**config.mk**
```make
export PLATFORM = sky130hd
export DESIGN_NAME = param_serial_tx
export DESIGN_NICKNAME = d
export VERILOG_FILES = /design/src/rtl/param_serial_tx_pkg.sv /design/src/rtl/param_serial_tx_frame_counter.sv /design/src/rtl/param_serial_tx.sv
export SDC_FILE = /design/constraint.sdc
export NUM_CORES = 1
export LEC_CHECK = 0
export ABC_AREA = 1
export CORE_ASPECT_RATIO = 1.4
export CORE_MARGIN = 1.5
export CORE_UTILIZATION = 48
export DETAILED_ROUTE_END_ITERATION = 8
export HOLD_SLACK_MARGIN = 0.12
export PLACE_DENSITY = 0.78
export SLEW_MARGIN = 5
export SYNTH_ARGS = -nofsm -noshare
export SYNTH_HDL_FRONTEND = slang
export SYNTH_HIERARCHICAL = 1
export SYNTH_SLANG_ARGS = --single-unit
```
**constraint.sdc**
```tcl
create_clock -name clk -period 1.25 [get_ports clk]
set_input_delay 0.125 -clock clk [delete_from_list [all_inputs] [get_ports clk]]
set_output_delay 0.125 -clock clk [all_outputs]
set_load 0.1 [all_outputs]
```
**src/rtl/param_serial_tx_pkg.sv**
```systemverilog
// param_serial_tx_pkg
//   Definitions shared by the serial transmitter and its frame counter:
//   - FSM state encoding (IDLE / SHIFT / DONE)
//   - a width helper for counters and indices that stays at least 1 bit wide
package param_serial_tx_pkg;

  typedef enum logic [1:0] {
    ST_IDLE  = 2'd0,
    ST_SHIFT = 2'd1,
    ST_DONE  = 2'd2
  } tx_state_e;

  // Index width needed to address n items; never narrower than one bit.
  function automatic int idx_w(input int n);
    return (n < 2) ? 1 : $clog2(n);
  endfunction

endpackage

```
**src/rtl/param_serial_tx_frame_counter.sv**
```systemverilog
// tx_frame_counter
//   Bit counter (0..BPW-1) nested inside a word counter (0..N_WORDS-1).
//   The bit counter wraps to 0 and advances the word counter. The word counter
//   wraps to 0 after the last word, so it is back at 0 once a frame completes.
// Ports
//   clk, rst         clock, synchronous active-high reset
//   clr              synchronous clear of both counters
//   en               advance by one bit position
//   bit_cnt          current bit position within the word
//   word_cnt         current word index
//   bit_tc, word_tc  terminal count flags (bit_cnt==BPW-1, word_cnt==N_WORDS-1)
module tx_frame_counter
  import param_serial_tx_pkg::*;
#(
  parameter int BPW     = 4,
  parameter int N_WORDS = 4
) (
  input  logic                        clk,
  input  logic                        rst,
  input  logic                        clr,
  input  logic                        en,
  output logic [idx_w(BPW)-1:0]       bit_cnt,
  output logic [idx_w(N_WORDS)-1:0]   word_cnt,
  output logic                        bit_tc,
  output logic                        word_tc
);

  localparam int BW = idx_w(BPW);
  localparam int IW = idx_w(N_WORDS);

  // Terminal-count decode.
  always_comb begin
    bit_tc  = (bit_cnt == BW'(BPW - 1));
    word_tc = (word_cnt == IW'(N_WORDS - 1));
  end

  // Nested bit/word counter registers.
  always_ff @(posedge clk) begin
    if (rst || clr) begin
      bit_cnt  <= '0;
      word_cnt <= '0;
    end else if (en) begin
      if (bit_tc) begin
        bit_cnt  <= '0;
        word_cnt <= word_tc ? '0 : (word_cnt + IW'(1));
      end else begin
        bit_cnt  <= bit_cnt + BW'(1);
      end
    end
  end

endmodule

```
**src/rtl/param_serial_tx.sv**
```systemverilog
// param_serial_tx
//   Parallel-to-serial transmitter. Holds N_WORDS words of WORD_W bits, each
//   loadable while idle. On start, it sends the whole frame on one serial line:
//   word 0 first, one bit per cycle, and an optional even-parity bit after each
//   word. The words are read through a bit/word index mux and are never shifted,
//   so another start resends the same contents.
// Ports
//   clk, rst   clock, synchronous active-high reset
//   din        packed words, word i = din[i*WORD_W +: WORD_W]
//   ld         per-word load enables, honoured only in IDLE
//   start      frame request, sampled only in IDLE
//   tx_data    serial bit (0 when tx_valid=0)
//   tx_valid   a frame bit is on tx_data this cycle
//   tx_last    last bit of the frame
//   word_idx   index of the word being sent (0 when not shifting)
//   busy       high in SHIFT and DONE
//   done       one-cycle pulse in the cycle after the last bit
module param_serial_tx
  import param_serial_tx_pkg::*;
#(
  parameter int WORD_W    = 4,
  parameter int N_WORDS   = 4,
  parameter int LSB_FIRST = 1,
  parameter int PARITY_EN = 0
) (
  input  logic                        clk,
  input  logic                        rst,
  input  logic [N_WORDS*WORD_W-1:0]   din,
  input  logic [N_WORDS-1:0]          ld,
  input  logic                        start,
  output logic                        tx_data,
  output logic                        tx_valid,
  output logic                        tx_last,
  output logic [idx_w(N_WORDS)-1:0]   word_idx,
  output logic                        busy,
  output logic                        done
);

  localparam int BPW = WORD_W + ((PARITY_EN != 0) ? 1 : 0);
  localparam int BW  = idx_w(BPW);
  localparam int IW  = idx_w(N_WORDS);
  localparam int PW  = idx_w(WORD_W);

  tx_state_e         state;
  tx_state_e         state_nxt;
  logic [WORD_W-1:0] words [N_WORDS];
  logic              cnt_clr;
  logic              cnt_en;
  logic [BW-1:0]     bit_cnt;
  logic [IW-1:0]     word_cnt;
  logic              bit_tc;
  logic              word_tc;
  logic [WORD_W-1:0] cur_word;
  logic [PW-1:0]     bit_pos;
  logic              bit_sel;

  // Even parity: the bit that makes the total number of ones even.
  function automatic logic even_parity(input logic [WORD_W-1:0] w);
    return ^w;
  endfunction

  tx_frame_counter #(
    .BPW     (BPW),
    .N_WORDS (N_WORDS)
  ) u_cnt (
    .clk      (clk),
    .rst      (rst),
    .clr      (cnt_clr),
    .en       (cnt_en),
    .bit_cnt  (bit_cnt),
    .word_cnt (word_cnt),
    .bit_tc   (bit_tc),
    .word_tc  (word_tc)
  );

  // FSM state register.
  always_ff @(posedge clk) begin
    if (rst) begin
      state <= ST_IDLE;
    end else begin
      state <= state_nxt;
    end
  end

  // FSM next-state and counter control. The counter is held clear in IDLE,
  // so the first SHIFT cycle starts at bit 0 of word 0.
  always_comb begin
    state_nxt = state;
    cnt_clr   = 1'b0;
    cnt_en    = 1'b0;
    case (state)
      ST_IDLE: begin
        cnt_clr = 1'b1;
        if (start) begin
          state_nxt = ST_SHIFT;
        end else begin
          state_nxt = ST_IDLE;
        end
      end
      ST_SHIFT: begin
        cnt_en = 1'b1;
        if (bit_tc && word_tc) begin
          state_nxt = ST_DONE;
        end else begin
          state_nxt = ST_SHIFT;
        end
      end
      ST_DONE: begin
        state_nxt = ST_IDLE;
      end
      default: begin
        state_nxt = ST_IDLE;
      end
    endcase
  end

  // Word registers: loads are honoured only while idle, so a frame sees stable data.
  always_ff @(posedge clk) begin
    if (rst) begin
      for (int i = 0; i < N_WORDS; i++) begin
        words[i] <= '0;
      end
    end else if (state == ST_IDLE) begin
      for (int i = 0; i < N_WORDS; i++) begin
        if (ld[i]) begin
          words[i] <= din[i*WORD_W +: WORD_W];
        end
      end
    end
  end

  // Bit select: parity occupies the slot after the data bits; otherwise a
  // data bit is chosen by position, in either order.
  always_comb begin
    cur_word = words[word_cnt];
    if (LSB_FIRST != 0) begin
      bit_pos = PW'(bit_cnt);
    end else begin
      bit_pos = PW'(WORD_W - 1) - PW'(bit_cnt);
    end
    if ((PARITY_EN != 0) && (bit_cnt == BW'(WORD_W))) begin
      bit_sel = even_parity(cur_word);
    end else begin
      bit_sel = cur_word[bit_pos];
    end
  end

  // Output decode from the registered state and counters.
  always_comb begin
    tx_valid = (state == ST_SHIFT);
    tx_data  = tx_valid & bit_sel;
    tx_last  = tx_valid & bit_tc & word_tc;
    word_idx = tx_valid ? word_cnt : '0;
    busy     = (state != ST_IDLE);
    done     = (state == ST_DONE);
  end

endmodule
```
---- Word level (Yosys, flattened, before mapping) ----
Memories as Yosys holds them, arrays and structs flattened. A register that Yosys moved wholly into a read port is not among the register bits.
Cells that the tools add are included.
operators by class
  reduce and logical (&&, ||, !) cells .... 5
  add/sub/neg operators ................... 2
  eq/ne operators ......................... 4
  mux-type cells .......................... 34
  order comparisons ....................... 1
  bitwise logic cells ..................... 7
operators with widths
  cell                                                        count
  2-to-1 mux 1 bit                                            22
  2-to-1 mux 4 bit                                            4
  2-to-1 mux 2 bit                                            6
  equality test 2 bit, second input constant                  3
  adder 2 x 1 -> 2 bit, second input constant                 2
  bitwise OR 1 bit                                            4
  one-hot mux 2 bit (2 select lines)                          1
  AND 1 bit                                                   3
  less-than comparator 2 x 3 -> 1 bit, second input constant  1
  binary-select mux 1 bit (select 2 bit)                      1
  equality test 2 x 1 -> 1 bit, second input constant         1
  zero test 2 bit                                             1
  AND reduction 2 bit                                         1
  nonzero test 2 bit                                          1
  logical AND 1 bit                                           1
  logical OR 1 bit                                            1
storage, ports and cells
  bits in writable memories ............... 16
  flip-flop bits (word level) ............. 6
  memories kept ........................... 1
  logic and storage cells ................. 57
  output and inout port bits .............. 7
memory list
  name   depth  bits a word  read ports  clocked after memory_dff  wr ports  line                   text
  words  4      4            1           1                         4         param_serial_tx.sv:46  logic [WORD_W-1:0] words [N_WORDS];

---- Longest topological paths before layout ----
  word-level depth ........................ 5
  depth in mapped cells ................... 8
  gate-level depth less buffers ........... 7

---- By module ----
The synthesis kept the hierarchy.
by module, submodules not included
  module            seq. area each (um^2)  cells an instance  area each (um^2)  instances
  param_serial_tx   520.5                  128                1013.5            1
  tx_frame_counter  80.1                   30                 215.2             1

---- Worst setup path after synthesis ----
OpenSTA, ideal clock, no wires.
  kind .................................... register to output
  start point ............................. register state[0]
  end point ............................... output port tx_last
  arrival ................................. 3.513 ns
  slack ................................... -2.388 ns
  cell stages (with the launch flop) ...... 5
  path through ............................ dfxtp_1 > inv_1 > nor2_2 > inv_2 > nor3_1
between the ends
  word-level cells in the longest chain between the ends .. 3
RTL lines
  item                          line                    text
  start, declared               param_serial_tx.sv:44   tx_state_e state;
  start signal, assigned        param_serial_tx.sv:81   state <= state_nxt;
  equality test 2 x 1 -> 1 bit  param_serial_tx.sv:150  tx_valid = (state == ST_SHIFT);
  via tx_valid                  param_serial_tx.sv:32   output logic tx_valid,
  AND 1 bit (2 in a row)        param_serial_tx.sv:152  tx_last = tx_valid & bit_tc & word_tc;
  end, declared                 param_serial_tx.sv:33   output logic tx_last,
The timed path passes the listed nets, and every way through them passes these cells.

==> impl_metrics.toml <==
[status]
status = "finished, violations left"
violations = "negative setup slack"

[setup_path]
r2r-end = "words[0][0]$_SDFFCE_PN0P_"
regToRegSetupSlack_ns = -0.20
worst_path_largest_cell_delay_ns = 0.43
worstPathRequired_ns = 1.12
arrival_ns = 1.65
cpMostUsedCell = "nand2_1"
worstSetupEndpointType = "output port"
cp_slowest_cell = "dfxtp_4"
crit_fanout = 8
rr_startpoint = "state[0]$_SDFF_PP0_"
worstRegToRegCells = 8
path_cells = "inv_8 > nand2_1 > nand2_1 > nand2_1 > nand3_2 > nand3_2 > a21oi_4 > buf_12"
critical_path_class = "flop to output port"
cp-start-kind = "flop"

[global_route]
antenna_found_initial = 0
grt_pass1_vias = 1241
grt_pass1_wl_microns = 5170
grt_max_degree = 14
track_usage_pct = 24.9
grt.overflow.total = 0

[power]
powerDensity_nw_per_um2 = 894
p_leak_nw = 0.942
vdd_drop_max_v = 0.000698
power_w = 0.00188

[timing]
skew_ns = 0.00563
fin_crit_sh_pct = 142
slew_headroom_pct = 75.4
hold_viol = 0
grt_setup_unrepaired = "yes"
setup_viol_count_final = 40
period_minus_slack_ns = 1.78
slew_violations = 0
fmax_mhz = 563
worst_pin_slew_ns = 0.368
setup_slack_ns = -0.525

[clocking]
path_clk_slew_ns = 0.13
cts_inserted_buffers = 3
clock_tree.htree_level_count = 1
root_buffer = "clkbuf_4"
cts_tree = "done"
ctsHoldBuffers = 0
insertion_delay_ns = 0.32
cts_num_sinks = 22
cts_max_path_buffers = 2

[floorplan]
die_h_microns = 62.9
die_x_microns = 45.8
coreArea_sq_um = 2420
ioPinCount = 30
dieArea_sq_um = 2880
start_util_pct = 50.8
rows = 21

[cells_and_area]
layout-drive-gt1-share_pct = 43.5
n_fill_cell = 128
area_delta_synth_final_pct = 71.4
final_util_pct = 87.1
design_area_sq_um = 2110
nets = 234
diodes = 0

[detailed_routing]
drc = 0
ant_nets = 0
wire_per_inst_microns = 16.4
dr_total_vias = 1230
drtPass1Iterations = 4
routed_wl_microns = 3950
drt-initial-drc-count = 41
via_per_inst = 5.10

[place]
place.gp.congestion = 0.823
port_buffers = 29
place_ws_ns = -0.137
dp_hpwl_microns = 2040
place_area_sq_um = 1730

[synthesis]
synth.distinct_cells = 20
synth-seq-cells = 22
syn_area_sq_um = 1230
yosysSeqAreaShare_pct = 48.9
synthCells = 158
yosysWarnings = 6
syn_nets = 184
avgSynthCellArea_sq_um = 7.78

[worst_hold_path]
min_path_cells = 3
hold_class = "input port to flop"
holdPathEnd = "state[0]$_SDFF_PP0_"
hold_start = "start"

[job]
drv_cap = 0
==> registers in the layout, indices dropped and copies added, names as in the netlist <==
signal / cells
words: 16
state: 2
u_cnt/word_cnt: 2
u_cnt/bit_cnt: 2
==> layer usage <==
| metal | wire length (microns) | global-route usage [%] | vias to the layer above |
|---|---|---|---|
| met5 | 0 | 0 | - |
| met2 | 2270 | 45.6 | 55 |
| met4 | 159 | 14.3 | 0 |
| li1 | - | - | 574 |
| met1 | 1330 | 25.1 | 583 |
| met3 | 185 | 2.31 | 18 |
==> cells by family (layout without fill, tap and decap cells) <==
logic type,after synthesis,count (layout),synth area share [%]
flip-flops,22,22,48.9
AND/OR/NAND/NOR,88,88,32.1
adder cells (fa/ha/maj),3,3,3.06
buffers and inverters,41,90,14.1
AO/OA/AOI/OAI,4,4,1.93
==> area by class of cell <==
class | instances | area (sq um) | area share (%)
tap | 34 | 42.5 | 2.02
clock buffer | 3 | 22.5 | 1.07
timing repair buffer | 46 | 534 | 25.4
clock inverter | 1 | 30.0 | 1.43
inverter | 39 | 160 | 7.61
timing repair inverter | 1 | 6.26 | 0.297
sequential | 22 | 611 | 29.0
multi-input combinational | 95 | 699 | 33.2
==> where the power goes <==
group          internal, W  switching (W)  leakage (nW)  total [W]
logic             0.000205       0.000254         0.690   0.000459
registers         0.000829      0.0000242         0.224   0.000854
clock network     0.000325       0.000247        0.0279   0.000571
==> cell usage after synthesis <==
library cell,instances,share of area (%)
a21oi_1,1,0.41
dfxtp_1,6,9.8
nor2_2,1,0.51
inv_8,1,0.92
nand3_2,4,3.3
inv_1,36,11
nor2_1,28,8.6
nor4_1,1,0.51
nand3_1,10,4.1
buf_6,1,0.92
ha_1,3,3.1
inv_2,2,0.61
o21ai_0,2,0.81
nand2_2,5,2.5
edfxtp_1,16,39
a21oi_2,1,0.71
buf_4,1,0.61
nor2_4,1,0.92
nor3_1,1,0.41
nand2_1,37,11
==> stage by stage <==
stage | hold WS [ns] | setup TNS, ns | instances
after floorplan | 0.187 | -3.42 | 158
after CTS | 0.371 | -1.10 | 238
after global routing | 0.403 | -6.03 | 241
after detailed placement | 0.554 | -0.181 | 227
final | 0.365 | -4.23 | 241
after global placement | 0.532 | -0.0607 | 227
==> cell usage in the layout, fill, tap and decap left out, types with 3 or more instances in the layout <==
master,n
nor2_1,19
edfxtp_1,16
nand2_1,21
clkbuf_4,3
clkdlybuf4s50_1,22
inv_1,33
nand3_2,12
buf_12,8
buf_4,7
nor2_4,10
nand2_4,8
nand2_2,13
inv_2,3
buf_6,9
==> critical path, delay by kind of cell, from the launching register on <==
family / cells / cell delay [ns]
and+or+nand+nor: 5 / 0.43
buffers and inverters: 2 / 0.28
DFF: 1 / 0.43
AOI/OAI and AO/OA: 1 / 0.19
==> what timing repair did <==
action,4_1_cts,5_1_grt
setup endpoints to repair,9,31
gates cloned,1,0
setup buffers,9,4
gates resized for setup,28,46
pin swaps,12,14
==> how the worst max path moves through the flow <==
stage / cells after the start / slack [ns] / end / from
6_report: 8 / -0.53 / tx_data / u_cnt/word_cnt[0]$_SDFFE_PP0P_
5_1_grt: 8 / -0.58 / tx_data / u_cnt/word_cnt[0]$_SDFFE_PP0P_
4_1_cts: 7 / -0.40 / tx_data / u_cnt/word_cnt[0]$_SDFFE_PP0P_
3_5_place_dp: 9 / -0.14 / tx_data / u_cnt/word_cnt[0]$_SDFFE_PP0P_
3_3_place_gp: 9 / -0.06 / tx_data / u_cnt/word_cnt[0]$_SDFFE_PP0P_
2_1_floorplan: 4 / -0.78 / tx_last / state[0]$_SDFF_PP0_
Power figures use the tool's default switching activity.
